[src/rtl/ysyx_23060208_mem_rd_arbiter.sv]
// Two-requester (IFU/LSU) read arbiter onto a single AXI-lite-style memory read port.
// Define ARB_ROUND_ROBIN_EN for round-robin tie breaking; default is fixed LSU priority.
module ysyx_23060208_mem_rd_arbiter #(
    parameter int unsigned DATA_WIDTH = 32
) (
    input  logic                  clk,
    input  logic                  rst,
    input  logic [DATA_WIDTH-1:0] ifu_araddr,
    input  logic                  ifu_arvalid,
    output logic                  ifu_arready,
    output logic                  ifu_rvalid,
    input  logic                  ifu_rready,
    input  logic [DATA_WIDTH-1:0] lsu_araddr,
    input  logic                  lsu_arvalid,
    output logic                  lsu_arready,
    output logic                  lsu_rvalid,
    input  logic                  lsu_rready,
    output logic [DATA_WIDTH-1:0] rdata,
    output logic [1:0]            rresp,
    output logic [DATA_WIDTH-1:0] mem_araddr,
    output logic                  mem_arvalid,
    input  logic                  mem_arready,
    input  logic [DATA_WIDTH-1:0] mem_rdata,
    input  logic                  mem_rvalid,
    input  logic [1:0]            mem_rresp,
    output logic                  mem_rready,
    output logic [1:0]            grant
);

    typedef enum logic [1:0] {
        S_IDLE = 2'd0,
        S_ADDR = 2'd1,
        S_DATA = 2'd2
    } state_e;

    state_e                state_q;
    logic [1:0]            grant_q;
    logic [DATA_WIDTH-1:0] araddr_q;
    logic                  arvalid_q;
    logic                  pick_lsu;
    logic                  in_idle;
    logic                  in_data;

`ifdef ARB_ROUND_ROBIN_EN
    logic last_lsu_q;  // last_grant: 0 = IFU, 1 = LSU

    // A tie goes to whoever was not served last.
    assign pick_lsu = lsu_arvalid && (!ifu_arvalid || !last_lsu_q);
`else
    assign pick_lsu = lsu_arvalid;
`endif

    assign in_idle = (state_q == S_IDLE) && !rst;
    assign in_data = (state_q == S_DATA);

    assign lsu_arready = in_idle && pick_lsu;
    assign ifu_arready = in_idle && ifu_arvalid && !pick_lsu;

    // Data phase is steered straight from the slave to the owner.
    assign ifu_rvalid = in_data && grant_q[0] && mem_rvalid;
    assign lsu_rvalid = in_data && grant_q[1] && mem_rvalid;
    assign mem_rready = in_data && ((grant_q[0] && ifu_rready) || (grant_q[1] && lsu_rready));
    assign rdata      = in_data ? mem_rdata : '0;
    assign rresp      = in_data ? mem_rresp : 2'b00;

    assign mem_araddr  = araddr_q;
    assign mem_arvalid = arvalid_q;
    assign grant       = grant_q;

    always_ff @(posedge clk or posedge rst) begin
        if (rst) begin
            state_q    <= S_IDLE;
            grant_q    <= 2'b00;
            araddr_q   <= '0;
            arvalid_q  <= 1'b0;
`ifdef ARB_ROUND_ROBIN_EN
            last_lsu_q <= 1'b0;
`endif
        end else begin
            case (state_q)
                S_IDLE: begin
                    if (ifu_arvalid || lsu_arvalid) begin
                        araddr_q  <= pick_lsu ? lsu_araddr : ifu_araddr;
                        arvalid_q <= 1'b1;
                        grant_q   <= pick_lsu ? 2'b10 : 2'b01;
                        state_q   <= S_ADDR;
                    end
                end
                S_ADDR: begin
                    if (mem_arready) begin
                        arvalid_q <= 1'b0;
                        state_q   <= S_DATA;
                    end
                end
                S_DATA: begin
                    if (mem_rvalid && mem_rready) begin
                        grant_q    <= 2'b00;
`ifdef ARB_ROUND_ROBIN_EN
                        last_lsu_q <= grant_q[1];
`endif
                        state_q    <= S_IDLE;
                    end
                end
                default: begin
                    grant_q   <= 2'b00;
                    arvalid_q <= 1'b0;
                    state_q   <= S_IDLE;
                end
            endcase
        end
    end

endmodule

[config.mk]
export PLATFORM = sky130hd
export DESIGN_NAME = ysyx_23060208_mem_rd_arbiter
export DESIGN_NICKNAME = d
export VERILOG_FILES = /design/src/rtl/ysyx_23060208_mem_rd_arbiter.sv
export SDC_FILE = /design/constraint.sdc
export NUM_CORES = 1
export LEC_CHECK = 0
export CAP_MARGIN = 20
export CELL_PAD_IN_SITES_DETAIL_PLACEMENT = 0
export CELL_PAD_IN_SITES_GLOBAL_PLACEMENT = 1
export CORE_AREA = 2 2 71 73
export CTS_BUF_LIST = sky130_fd_sc_hd__clkbuf_4
export CTS_CLUSTER_DIAMETER = 30
export DETAILED_ROUTE_END_ITERATION = 6
export DIE_AREA = 0 0 73 75
export DONT_BUFFER_PORTS = 1
export PLACE_DENSITY_LB_ADDON = 0.1
export SYNTH_ARGS = -nofsm -noshare
export SYNTH_HDL_FRONTEND = slang
export SYNTH_SLANG_ARGS = --single-unit
[constraint.sdc]
create_clock -name clk -period 3.4 [get_ports clk]
set_input_delay 0.17 -clock clk [delete_from_list [all_inputs] [get_ports clk]]
set_output_delay 0.17 -clock clk [all_outputs]
set_load 0.01 [all_outputs]
Word level (Yosys, flattened, before mapping)
Index checks and enable logic that the tools add are counted.
Storage, ports and cells
  input port bits: 106
  output and inout port bits: 74
  logic and storage cells: 45
  register bits: 37
Operators by class
  bitwise operators: 2
  reduce and logical (&&, ||, !) cells: 21
  eq/ne operators: 5
  mux-type cells: 13
Operators with widths (count)
  $mux W32: 2
  $logic_and A1 B1 Y1: 12
  $mux W2: 6
  $pmux W2 S3: 2
  $reduce_and A3 Y1: 3
  $ne A2 B1 Y1 const B: 2
  $pmux W1 S3: 1
  $eq A2 B1 Y1 const B: 1
  $eq A2 B2 Y1 const B: 1
  $logic_not A1 Y1: 2
  $logic_not A2 Y1: 1
  $logic_or A1 B1 Y1: 2
  $mux W1: 2
  $ne A2 B2 Y1 const B: 1
  $not A1 Y1: 2
  $reduce_and A2 Y1: 1

Longest topological paths before layout
Gate-level depths: netlist of run 1.
  depth after elaboration: 6
  mapped depth: 5
  mapped depth without buffers: 3

Least setup slack after synthesis of run 1
OpenSTA, ideal clock, no wires.
  path kind: register to register
  from: register state_q[1]
  to: register araddr_q[0] (netlist: mem_araddr[0])
  required time: 3275 ps
  setup time: 125 ps
  arrival time: 1359 ps
  clock period less this slack: 1483 ps
  path slack: 1917 ps
  stages on the path, launching flop included: 5
  path buffers: 2
  cell sequence: dfrtp_1 > buf_2 > nor3_4 > buf_6 > mux2_2
Between the ends
  cells in the longest elaborated chain, start to end: 2
Ends and longest elaborated chain
  from (decl): RTL line 36  | state_e state_q;
  from (signal assigned): RTL line 72  | state_q <= S_IDLE;
  from (signal assigned): RTL line 86  | state_q <= S_ADDR;
  from (signal assigned): RTL line 92  | state_q <= S_DATA;
  $logic_not A2 Y1: RTL line 80  | case (state_q)
  $reduce_and A2 Y1 (no source line)
  to (signal assigned): RTL line 83  | araddr_q <= pick_lsu ? lsu_araddr : ifu_araddr;
  to (decl): RTL line 38  | logic [DATA_WIDTH-1:0] araddr_q;
Every way passes these cells.
A chain may end at the register's enable or synchronous reset.

Worst setup path in the final report of run 1
  from: register state_q[1]
  to: output port ifu_rvalid
Between the ends
  cells in the longest elaborated chain, start to end: 3
Ends and longest elaborated chain
  $eq A2 B2 Y1: RTL line 54  | assign in_data = (state_q == S_DATA);
  $logic_and A1 B1 Y1 (2 in a row): RTL line 60  | assign ifu_rvalid = in_data && grant_q[0] && mem_rvalid;
  to (decl): RTL line 11  | output logic ifu_rvalid,
Every way passes these cells.

==> flow_summary.ini, run 1 <==
[sta]
finalMaxSlewViolations = 0
relSlewSlack_pct = 59.6
post-route-period-util_pct = 60.4
totalNegativeSetupSlack_ps = 0
timing.final.setup_violations = 0
clock_skew_after_layout_ps = 10.2
grt_setup_unrepaired = no
achievable-frequency_mhz = 487
report.final.hold_viol_count = 0
layout_min_cycle_time_ps = 2050
worst_slew_pin_slew_ps = 597

[clock_network]
total_cts_buffers = 5
clock_tree_from_tritoncts = yes
worst_skew_pair.late_latency_ps = 330
tritoncts_num_sinks = 37
clock_tree.htree_level_count = 2
clk_pin_slew_worst_paths_ps = 110
cts_buffer_depth = 2
post_cts_resized = 0
clk_root_buffer_cell = clkbuf_4

[floorplanning]
die_area_sq_um = 5480
fp.coreArea_sq_um = 4660
std_cell_rows = 25
io_pins = 180
die_width_um = 73
chipHeight_um = 75
start_util_pct = 45.4

[routing]
via_count = 1342
drt_first_iter_violations = 19
drt-pass1-iter-count = 4
post-route-drc-count = 0
route.detailed.vias_per_inst = 5.86
detail-route-antenna-nets = 0
detail_route.wirelength_mm = 4.46
routed_wire_length_per_instance_um = 19.5

[pwr]
leakagePower_nw = 0.907
power_per_cell_area_nw_per_um2 = 818
vdd.ir_drop.worst_mv = 0.357

[finish]
antenna_cells = 0
design_area_sq_um = 2200
area_growth_syn_to_layout_pct = 3.90
layout.filler_cells = 417
design.final.nets = 281
drive_gt1_share_pct = 43.4

[run_status]
outcome = completed

[critical_path]
critPathCaptureType = output port
rrSetupSlack_ps = 1760
cp-startpoint = state_q[1]$_DFFE_PP0P_
ff2ff_path_depth = 4
critPathArrivalTime_ps = 1880
required_ps = 3230
critical_path_class = reg -> out
worst_reg2reg_endpoint = grant[1]$_DFFE_PP0P_
worst-path-max-fanout = 28
reg2reg_from = state_q[1]$_DFFE_PP0P_
startpoint_type = flip-flop

[placement]
placed_cell_area_sq_um = 2130
gp_congestion = 0.747
hpwlAfterDp_mm = 3.40
placement.io_buffers = 0

[logic_synthesis]
ys_types = 23
syn_area_sq_um = 2120
number_of_flip_flops_and_latches_in_the_synthesized_netlist = 37
synthCells = 176
ys_seq_area_share_pct = 43.7
syn_nets = 282
yosys_warnings = 0
synthesis.area_per_instance_sq_um = 12.0

[grt]
antenna_found_initial = 0
grt-ovfl-total = 0
number_of_global_route_vias_before_repair = 1359
grt_pass1_wl_mm = 6.55
global_route_usage_over_all_layers_pct = 15.8
grt_max_degree = 38

[worst_hold_path]
hold_path.class = in -> reg
cell_count_of_the_worst_hold_path = 2
min-delay-start = mem_arready
min_delay_worst_endpoint = state_q[0]$_DFFE_PP0P_

[job]
max_cap_viol_count = 0
[worst max path at each step]
stage | endpoint | slack (ps) | cells after the start
final | ifu_rvalid | 1350 | 3
after global routing | lsu_rvalid | 1010 | 3
after CTS | ifu_rvalid | 1310 | 3
after detailed placement | ifu_rvalid | 1710 | 3
after global placement | ifu_rvalid | 1770 | 3
after floorplan | mem_araddr[0]$_DFFE_PP0P_ | 1920 | 4
[synth_stat cells]
cell	count	share of area (%)
buf_4	1	0.35
nor2_1	3	0.53
or3b_2	2	0.83
nand2b_1	3	0.89
buf_2	5	1.2
dfrtp_1	37	44
nor2b_1	3	0.89
and2_1	34	10
nor3_4	1	0.77
and3_1	2	0.59
clkbuf_1	4	0.71
nor4_1	1	0.30
o22ai_1	2	0.59
a22oi_1	1	0.35
o211ai_1	1	0.35
o21ai_0	2	0.47
a21o_1	2	0.71
nand2_1	3	0.53
nor4b_1	1	0.41
buf_6	3	1.6
inv_1	1	0.18
mux2_1	1	0.53
mux2_2	63	33
[through the flow]
stage | util (%) | std cells | power (W) | worst slack [ps] | hold slack [ps]
floorplan | - | 176 | 0.00150 | 1920 | 324
global placement | 45.6 | 220 | 0.00157 | 1770 | 202
detailed placement | 45.6 | 220 | 0.00160 | 1710 | 204
CTS | 47.2 | 229 | 0.00183 | 1310 | 24.7
global route | 47.2 | 229 | 0.00193 | 1010 | 25.7
finish | 47.2 | 229 | 0.00180 | 1350 | 46.2
[placed cells by master, fill, tap and decap left out]
cell type,count
mux2_2,63
dfrtp_1,37
and2_1,34
clkbuf_4,6
nor2_1,3
nor2b_1,3
nand2_1,3
nand2b_1,3
buf_4,3
o21ai_0,2
a21o_1,2
or3b_2,2
o22ai_1,2
and3_1,2
dlygate4sd3_1,2
nor3_4,1
a22oi_1,1
o211ai_1,1
nor4b_1,1
nor4_1,1
inv_1,1
mux2_1,1
clkinv_4,1
[state kept, by name, indices dropped and copies added (netlist names)]
| signal | count |
|---|---|
| mem_araddr | 32 |
| grant | 2 |
| state_q | 2 |
| mem_arvalid | 1 |
[cell families (layout without fill, tap and decap cells)]
family,count (synthesis),in the layout,synth area share (%)
buffers and inverters,14,13,4.02
flip-flops,37,37,43.7
AO/OA/AOI/OAI,8,8,2.48
AND/OR/NAND/NOR,53,53,15.8
multiplexers,64,64,34.0
[area by class of cell]
type / instances / area (sq um) / area share, %
Timing Repair Buffer: 5 / 42.5 / 1.93
Multi-Input combinational cell: 125 / 1110 / 50.3
Tap cell: 54 / 67.6 / 3.07
Inverter: 1 / 3.75 / 0.171
Clock buffer: 6 / 45.0 / 2.05
Sequential cell: 37 / 926 / 42.1
Clock inverter: 1 / 8.76 / 0.398
[power by group]
part / internal [W] / total (W) / leakage, nW / switching [W]
Clock: 0.0000866 / 0.000226 / 0.0317 / 0.000139
Sequential: 0.000666 / 0.000960 / 0.434 / 0.000294
Combinational: 0.000346 / 0.000615 / 0.442 / 0.000269
Total: 0.00110 / 0.00180 / 0.907 / 0.000702
[worst max-delay path, cell delays in order (launching register included)]
cell and delay [ps]:
dfrtp_1 540, nor2b_1 460, buf_4 310, and3_1 240
[per-layer routing]
metal / routed length, um / global-route usage, % / up-vias / share of wire (%)
li1: - / - / 605 / -
met1: 1600 / 17.5 / 636 / 36
met2: 2360 / 27.4 / 96 / 53
met3: 465 / 6.69 / 5 / 10
met4: 45 / 4.94 / 0 / 1.0
met5: 0 / 0 / - / 0
[what timing repair did]
| item | in CTS | in global routing |
|---|---|---|
| endpoints found under the hold margin | 38 | 0 |
| setup endpoints to repair | 0 | 0 |
| hold buffers | 2 | 0 |
| buffers inserted | 0 | 0 |
No activity file was read; power rests on OpenSTA's default activity.
==> inputs of run 2 (changes only) <==
ABC_AREA = 1   (was unset)
CORE_AREA = unset   (was 2 2 71 73)
CORE_ASPECT_RATIO = 1.1   (was unset)
CORE_MARGIN = 2   (was unset)
CORE_UTILIZATION = 40   (was unset)
DIE_AREA = unset   (was 0 0 73 75)
clock period = 1.89 ns   (was 3.4 ns; I/O delays follow)
==> run 2 against run 1 <==
  * Flip-flop and latch count unchanged
  * Synthesized cell count increased by 100%
  * Register-to-register slack got worse by 1300 ps
  * Sequential power increased by 71%
  * Utilization increased by 8.7 points
  * Total power increased by 82%
  * Clock-buffer cell count unchanged
  * Clock power increased by 71%
  * Sequential share of layout area decreased by 11 points
==> flow_summary.ini, run 2 <==
[run_status]
outcome = completed

[grt]
grt_pass1_wl_mm = 9.15
global_route_usage_over_all_layers_pct = 19.9
use_met3_pct = 5.58
gr-max-usage-layer = met2
grt-ovfl-total = 0
use_met1_pct = 23.0
grt_max_degree = 38
global_route.usage.met2_pct = 36.0
antenna_found_initial = 0
number_of_global_route_vias_before_repair = 2035

[finish]
layout.core_utilization_pct = 55.9
finalNonFillerCells = 494
layout.cells.most_common_list = 215 x nand2_1, 67 x dlygate4sd3_1, 41 x nor2_1
design_area_sq_um = 2960
largest_register_ffs = 32
design.final.nets = 525
area_growth_syn_to_layout_pct = 36.8
drive_gt1_share_pct = 3.82
most_common_cell_after_layout_fill_and_taps_aside = nand2_1
antenna_cells = 0

[routing]
route.detailed.vias_per_inst = 4.61
drt_first_iter_violations = 55
drt-pass1-iter-count = 5
detail_route.wirelength_mm = 6.05
detail-route-antenna-nets = 0
routed_wire_length_per_instance_um = 12.2
via_count = 2277
post-route-drc-count = 0

[sta]
relSlewSlack_pct = 60.8
worst_slew_pin_slew_ps = 587
layout_min_cycle_time_ps = 1670
post-route-period-util_pct = 88.6
timing.final.setup_violations = 0
totalNegativeSetupSlack_ps = 0
report.final.hold_viol_count = 0
clock_skew_after_layout_ps = 3.85
achievable-frequency_mhz = 597
finalMaxSlewViolations = 0
grt_setup_unrepaired = no

[floorplanning]
die_width_um = 74.1
io_pins = 180
chipHeight_um = 81.1
std_cell_rows = 28
die_area_sq_um = 6010
fp.coreArea_sq_um = 5290
start_util_pct = 40.8

[logic_synthesis]
list_of_most_frequent_post_synthesis_cells = 215 x nand2_1, 41 x nor2_1, 39 x inv_1
synth.area.top_cells = dfrtp_1 43%, nand2_1 37%, nor2_1 7.1%
ys_types = 14
synthesis.area_per_instance_sq_um = 6.07
yosys_warnings = 0
postSynth.asyncResetShare_pct = 100
synth_mux_area_share_pct = 0
ys_seq_area_share_pct = 42.8
xor_xnor_fraction_of_synth_area_pct = 0
synth_compound_area_share_pct = 0.463
post_synth_fa_ha_maj_area_fraction_pct = 0
synthMostInstantiatedCell = nand2_1
synth_area_leader_cell = dfrtp_1
syn_area_sq_um = 2160
synthCells = 356
largest_family_of_logic_cells_by_synthesized_area = simple AND/OR/NAND/NOR gates
syn_nets = 462
number_of_flops_mapped_to_enable_cells_by_yosys = 0
most_used_flip_flop_cell_after_synthesis = dfrtp_1
number_of_flip_flops_and_latches_in_the_synthesized_netlist = 37
synth_top_area_share_pct = 42.8
yosys.area_share.simple_pct = 45.7

[pwr]
fin_total_pwr_w = 0.00329
vdd.ir_drop.worst_mv = 0.503
power_per_cell_area_nw_per_um2 = 1110
leakagePower_nw = 1.74

[clock_network]
clk_pin_slew_worst_paths_ps = 100
cts_buffer_depth = 2
clk_root_buffer_cell = clkbuf_4
tritoncts_num_sinks = 37
total_cts_buffers = 5
clock_tree_from_tritoncts = yes
clock_tree.htree_level_count = 2
postCtsSetupBuffers = 0
worst_skew_pair.late_latency_ps = 330

[placement]
hpwlAfterDp_mm = 3.87
gp_congestion = 0.757
placed_cell_area_sq_um = 2210
place.detailed.instances = 419
placement.io_buffers = 0

[job]
max_cap_viol_count = 0

[critical_path]
required_ps = 1800
startpoint_type = flip-flop
critPathCaptureType = output port
critical_path_class = reg -> out
critPathArrivalTime_ps = 1580
worst-path-max-fanout = 27

[worst_hold_path]
hold_path.class = in -> reg
## run 2: stage by stage
stage	hold slack, ps	setup WS (ps)
detailed placement	192	518
finish	48.5	216
floorplan	211	552
global placement	183	552
global route	57.4	23.7
CTS	39.8	137
## run 2: area by class of cell
type                            count  area (sq um)
Clock buffer                        6          45.0
Inverter                           41           154
Clock inverter                      1          3.75
Timing Repair Buffer               73           732
Fill cell                         513          2330
Sequential cell                    37           926
Multi-Input combinational cell    261          1000
Tap cell                           75          93.8
## run 2: path summary, 6_finish.rpt
check                                          startpoint                    endpoint  slack (ps)  cells past startpoint
min in group asynchronous                             rst  mem_araddr[24]$_DFFE_PP0P_         380                      3
max in group asynchronous                             rst   mem_araddr[1]$_DFFE_PP0P_        1190                      3
worst min-delay path                          ifu_arvalid     mem_arvalid$_DFFE_PP0P_          50                      5
worst max-delay path               state_q[1]$_DFFE_PP0P_                   rdata[19]         220                      5
worst min register to register  mem_araddr[8]$_DFFE_PP0P_   mem_araddr[8]$_DFFE_PP0P_         550                      2
worst max register to register       grant[1]$_DFFE_PP0P_      state_q[1]$_DFFE_PP0P_         420                      6
## run 2: routing by layer
metal	wire, um	part of all wire [%]	vias to the layer above
li1	-	-	1146
met3	454	7.5	7
met2	3170	52	106
met5	0	0	-
met1	2340	39	1018
met4	76	1.3	0
## run 2: kinds of logic after synthesis
group,after synthesis
AND/OR/NAND/NOR,259
flip-flops,37
AO/OA/AOI/OAI,2
buffers and inverters,58
## run 2: critical path, stage by stage, from the launching register on
cell	delay [ps]
dfrtp_1	430
inv_1	70
nor2_1	120
inv_1	180
buf_6	230
nor2_1	210
## run 2: where the power goes
part / leakage (nW) / switching (W) / internal, W / total [W]
logic: 1.25 / 0.000802 / 0.000462 / 0.00126
clock network: 0.0292 / 0.000236 / 0.000149 / 0.000386
registers: 0.461 / 0.000472 / 0.00116 / 0.00164
## run 2: what timing repair did
action                                  in CTS  in global routing
hold buffers                                68                  0
gates resized for setup                      0                  2
endpoints found under the hold margin       72                  0
endpoints found under the setup margin       0                  8
==> inputs of run 3 (changes only) <==
SETUP_SLACK_MARGIN = 0.5   (was unset)
==> run 3 against run 2 <==
  * Register-to-register slack improved by 80 ps
  * Setup slack improved by 260 ps
  * First-iteration DRC count up 51%
  * Clock power rose by 1%
  * Die area unchanged
  * Global-route usage up 1.2 points
  * Critical path type unchanged
  * Largest power group is now combinational logic
==> flow_summary.ini, run 3 (synthesis results as in run 2) <==
[pwr]
switching_share_pct = 44.9
power_per_cell_area_nw_per_um2 = 1170
sequential_group_share_of_total_power_pct = 41.7
vdd.ir_drop.worst_mv = 0.520
leakagePower_nw = 1.84
power.share.combinational_pct = 48.3
p_int_w = 0.00215
clockPowerShare_pct = 10.0
net-switching-power_w = 0.00175

[sta]
timing.final.setup_violations = 0
totalNegativeSetupSlack_ps = 0
clock_skew_after_layout_ps = 10.9
worst_slew_pin_slew_ps = 467
grt_setup_unrepaired = yes
relSlewSlack_pct = 68.8
report.final.hold_viol_count = 0
hold_slack_ps = 62.8
achievable-frequency_mhz = 705
layout_min_cycle_time_ps = 1420
finalMaxSlewViolations = 0
post-route-period-util_pct = 75.0

[critical_path]
critPathCaptureType = output port
reg2reg_from = state_q[0]$_DFFE_PP0P_
cpMaxStageDelayCell = dfrtp_2
crit_family = flip-flops
critPathArrivalTime_ps = 1320
startpoint_type = flip-flop
ff2ff_path_depth = 5
worst-path-max-fanout = 14
critical_path.n_buffers_inverters = 2
required_ps = 1800
critical_path_class = reg -> out
rrSetupSlack_ps = 500
worst_reg2reg_endpoint = mem_araddr[30]$_DFFE_PP0P_
cpPeakStageDelay_ps = 440
crit_path_cell_trace = nor2_4 -> inv_6 -> buf_12 -> a21oi_4

[finish]
design.final.nets = 535
most_common_cell_after_layout_fill_and_taps_aside = nand2_1
layout.filler_cells = 463
antenna_cells = 0
largest_register_ffs = 32
drive_gt1_share_pct = 14.0
area_growth_syn_to_layout_pct = 54.6
multiInputGateArea_sq_um = 1180
layout.cells.most_common_list = 214 x nand2_1, 67 x dlygate4sd3_1, 38 x inv_1
seq_area_sq_um = 927

[routing]
detail-route-antenna-nets = 0
routed_wire_length_per_instance_um = 13.3
met2_length_mm = 3.55
met3RoutedLength_um = 510
drt-pass1-iter-count = 4
post-route-drc-count = 0
via_count = 2362
routed.top_layer = met4
drt_first_iter_violations = 83
detail_route.wirelength_mm = 6.69
routedLengthMet1_mm = 2.57
route.detailed.vias_per_inst = 4.69

[placement]
placement.io_buffers = 0
gp_congestion = 0.757
hpwlAfterDp_mm = 3.87

[clock_network]
clock_tree.htree_level_count = 2
worst_skew_pair.late_latency_ps = 330
cts_buffer_depth = 2
total_cts_buffers = 5
clk_pin_slew_worst_paths_ps = 100
clock_tree_from_tritoncts = yes
clk_root_buffer_cell = clkbuf_4
tritoncts_num_sinks = 37

[worst_hold_path]
min-delay-start = lsu_arvalid
cell_count_of_the_worst_hold_path = 3
min_delay_worst_endpoint = grant[1]$_DFFE_PP0P_
hold_path.class = in -> reg

[job]
max_cap_viol_count = 0

[run_status]
outcome = completed

[grt]
grt_pass1_wl_mm = 9.76
number_of_global_route_vias_before_repair = 2166
antenna_found_initial = 0
grt_max_degree = 38
global_route_usage_over_all_layers_pct = 21.1
grt-ovfl-total = 0

[floorplanning]
std_cell_rows = 28
die_width_um = 74.1
die_area_sq_um = 6010
chipHeight_um = 81.1
io_pins = 180
start_util_pct = 40.8
fp.coreArea_sq_um = 5290
[run 3: routing by layer]
metal / global-route usage (%) / vias to the layer above
li1: - / 1170
met1: 24.1 / 1066
met2: 38.7 / 120
met3: 5.71 / 6
met4: 5.27 / 0
met5: 0 / -
[run 3: tightest hold or removal path: stages]
cell,delay [ps]
buf_12,150
nand2_1,70
nand2_1,40
[run 3: worst max-delay path by stage]
stage	start	to	slack, ps	cells past startpoint
after CTS	state_q[0]$_DFFE_PP0P_	rdata[17]	480	4
after global placement	state_q[1]$_DFFE_PP0P_	mem_rready	550	5
after floorplan	rst	ifu_arready	550	3
after detailed placement	state_q[1]$_DFFE_PP0P_	mem_rready	520	5
final	state_q[0]$_DFFE_PP0P_	mem_rready	470	4
after global routing	state_q[1]$_DFFE_PP0P_	mem_rready	380	5
[run 3: final cells by class]
class,instances,share of cell area [%]
inverter,41,5.66
sequential,37,27.8
clock buffer,6,1.35
timing repair buffer,82,26.7
clock inverter,1,0.112
timing repair inverter,1,0.262
tap,75,2.81
multi-input combinational,261,35.4
[run 3: what timing repair did]
action / CTS / global route
gates cloned: 1 / 3
hold buffers: 68 / 0
setup buffers: 2 / 4
endpoints found under the setup margin: 39 / 66
resized for setup: 56 / 17
endpoints found under the hold margin: 72 / 0
pin swaps: 1 / 2
[run 3: power groups by stage]
stage / sequential [W] / clock (W) / combinational [W]
floorplan: 0.00155 / 0 / 0.000946
global placement: 0.00166 / 0 / 0.00108
detailed placement: 0.00166 / 0 / 0.00111
CTS: 0.00164 / 0.000404 / 0.00156
global route: 0.00168 / 0.000455 / 0.00211
finish: 0.00163 / 0.000390 / 0.00189
[run 3: per-stage QoR]
stage | setup slack (ps) | std cells | utilization, % | power [W] | cell area [sq um]
floorplan | 552 | 356 | - | 0.00250 | 2160
global placement | 552 | 419 | 41.8 | 0.00274 | 2210
detailed placement | 518 | 419 | 41.8 | 0.00277 | 2210
CTS | 480 | 497 | 60.1 | 0.00360 | 3180
global route | 384 | 504 | 63.2 | 0.00424 | 3340
finish | 472 | 504 | 63.2 | 0.00390 | 3340
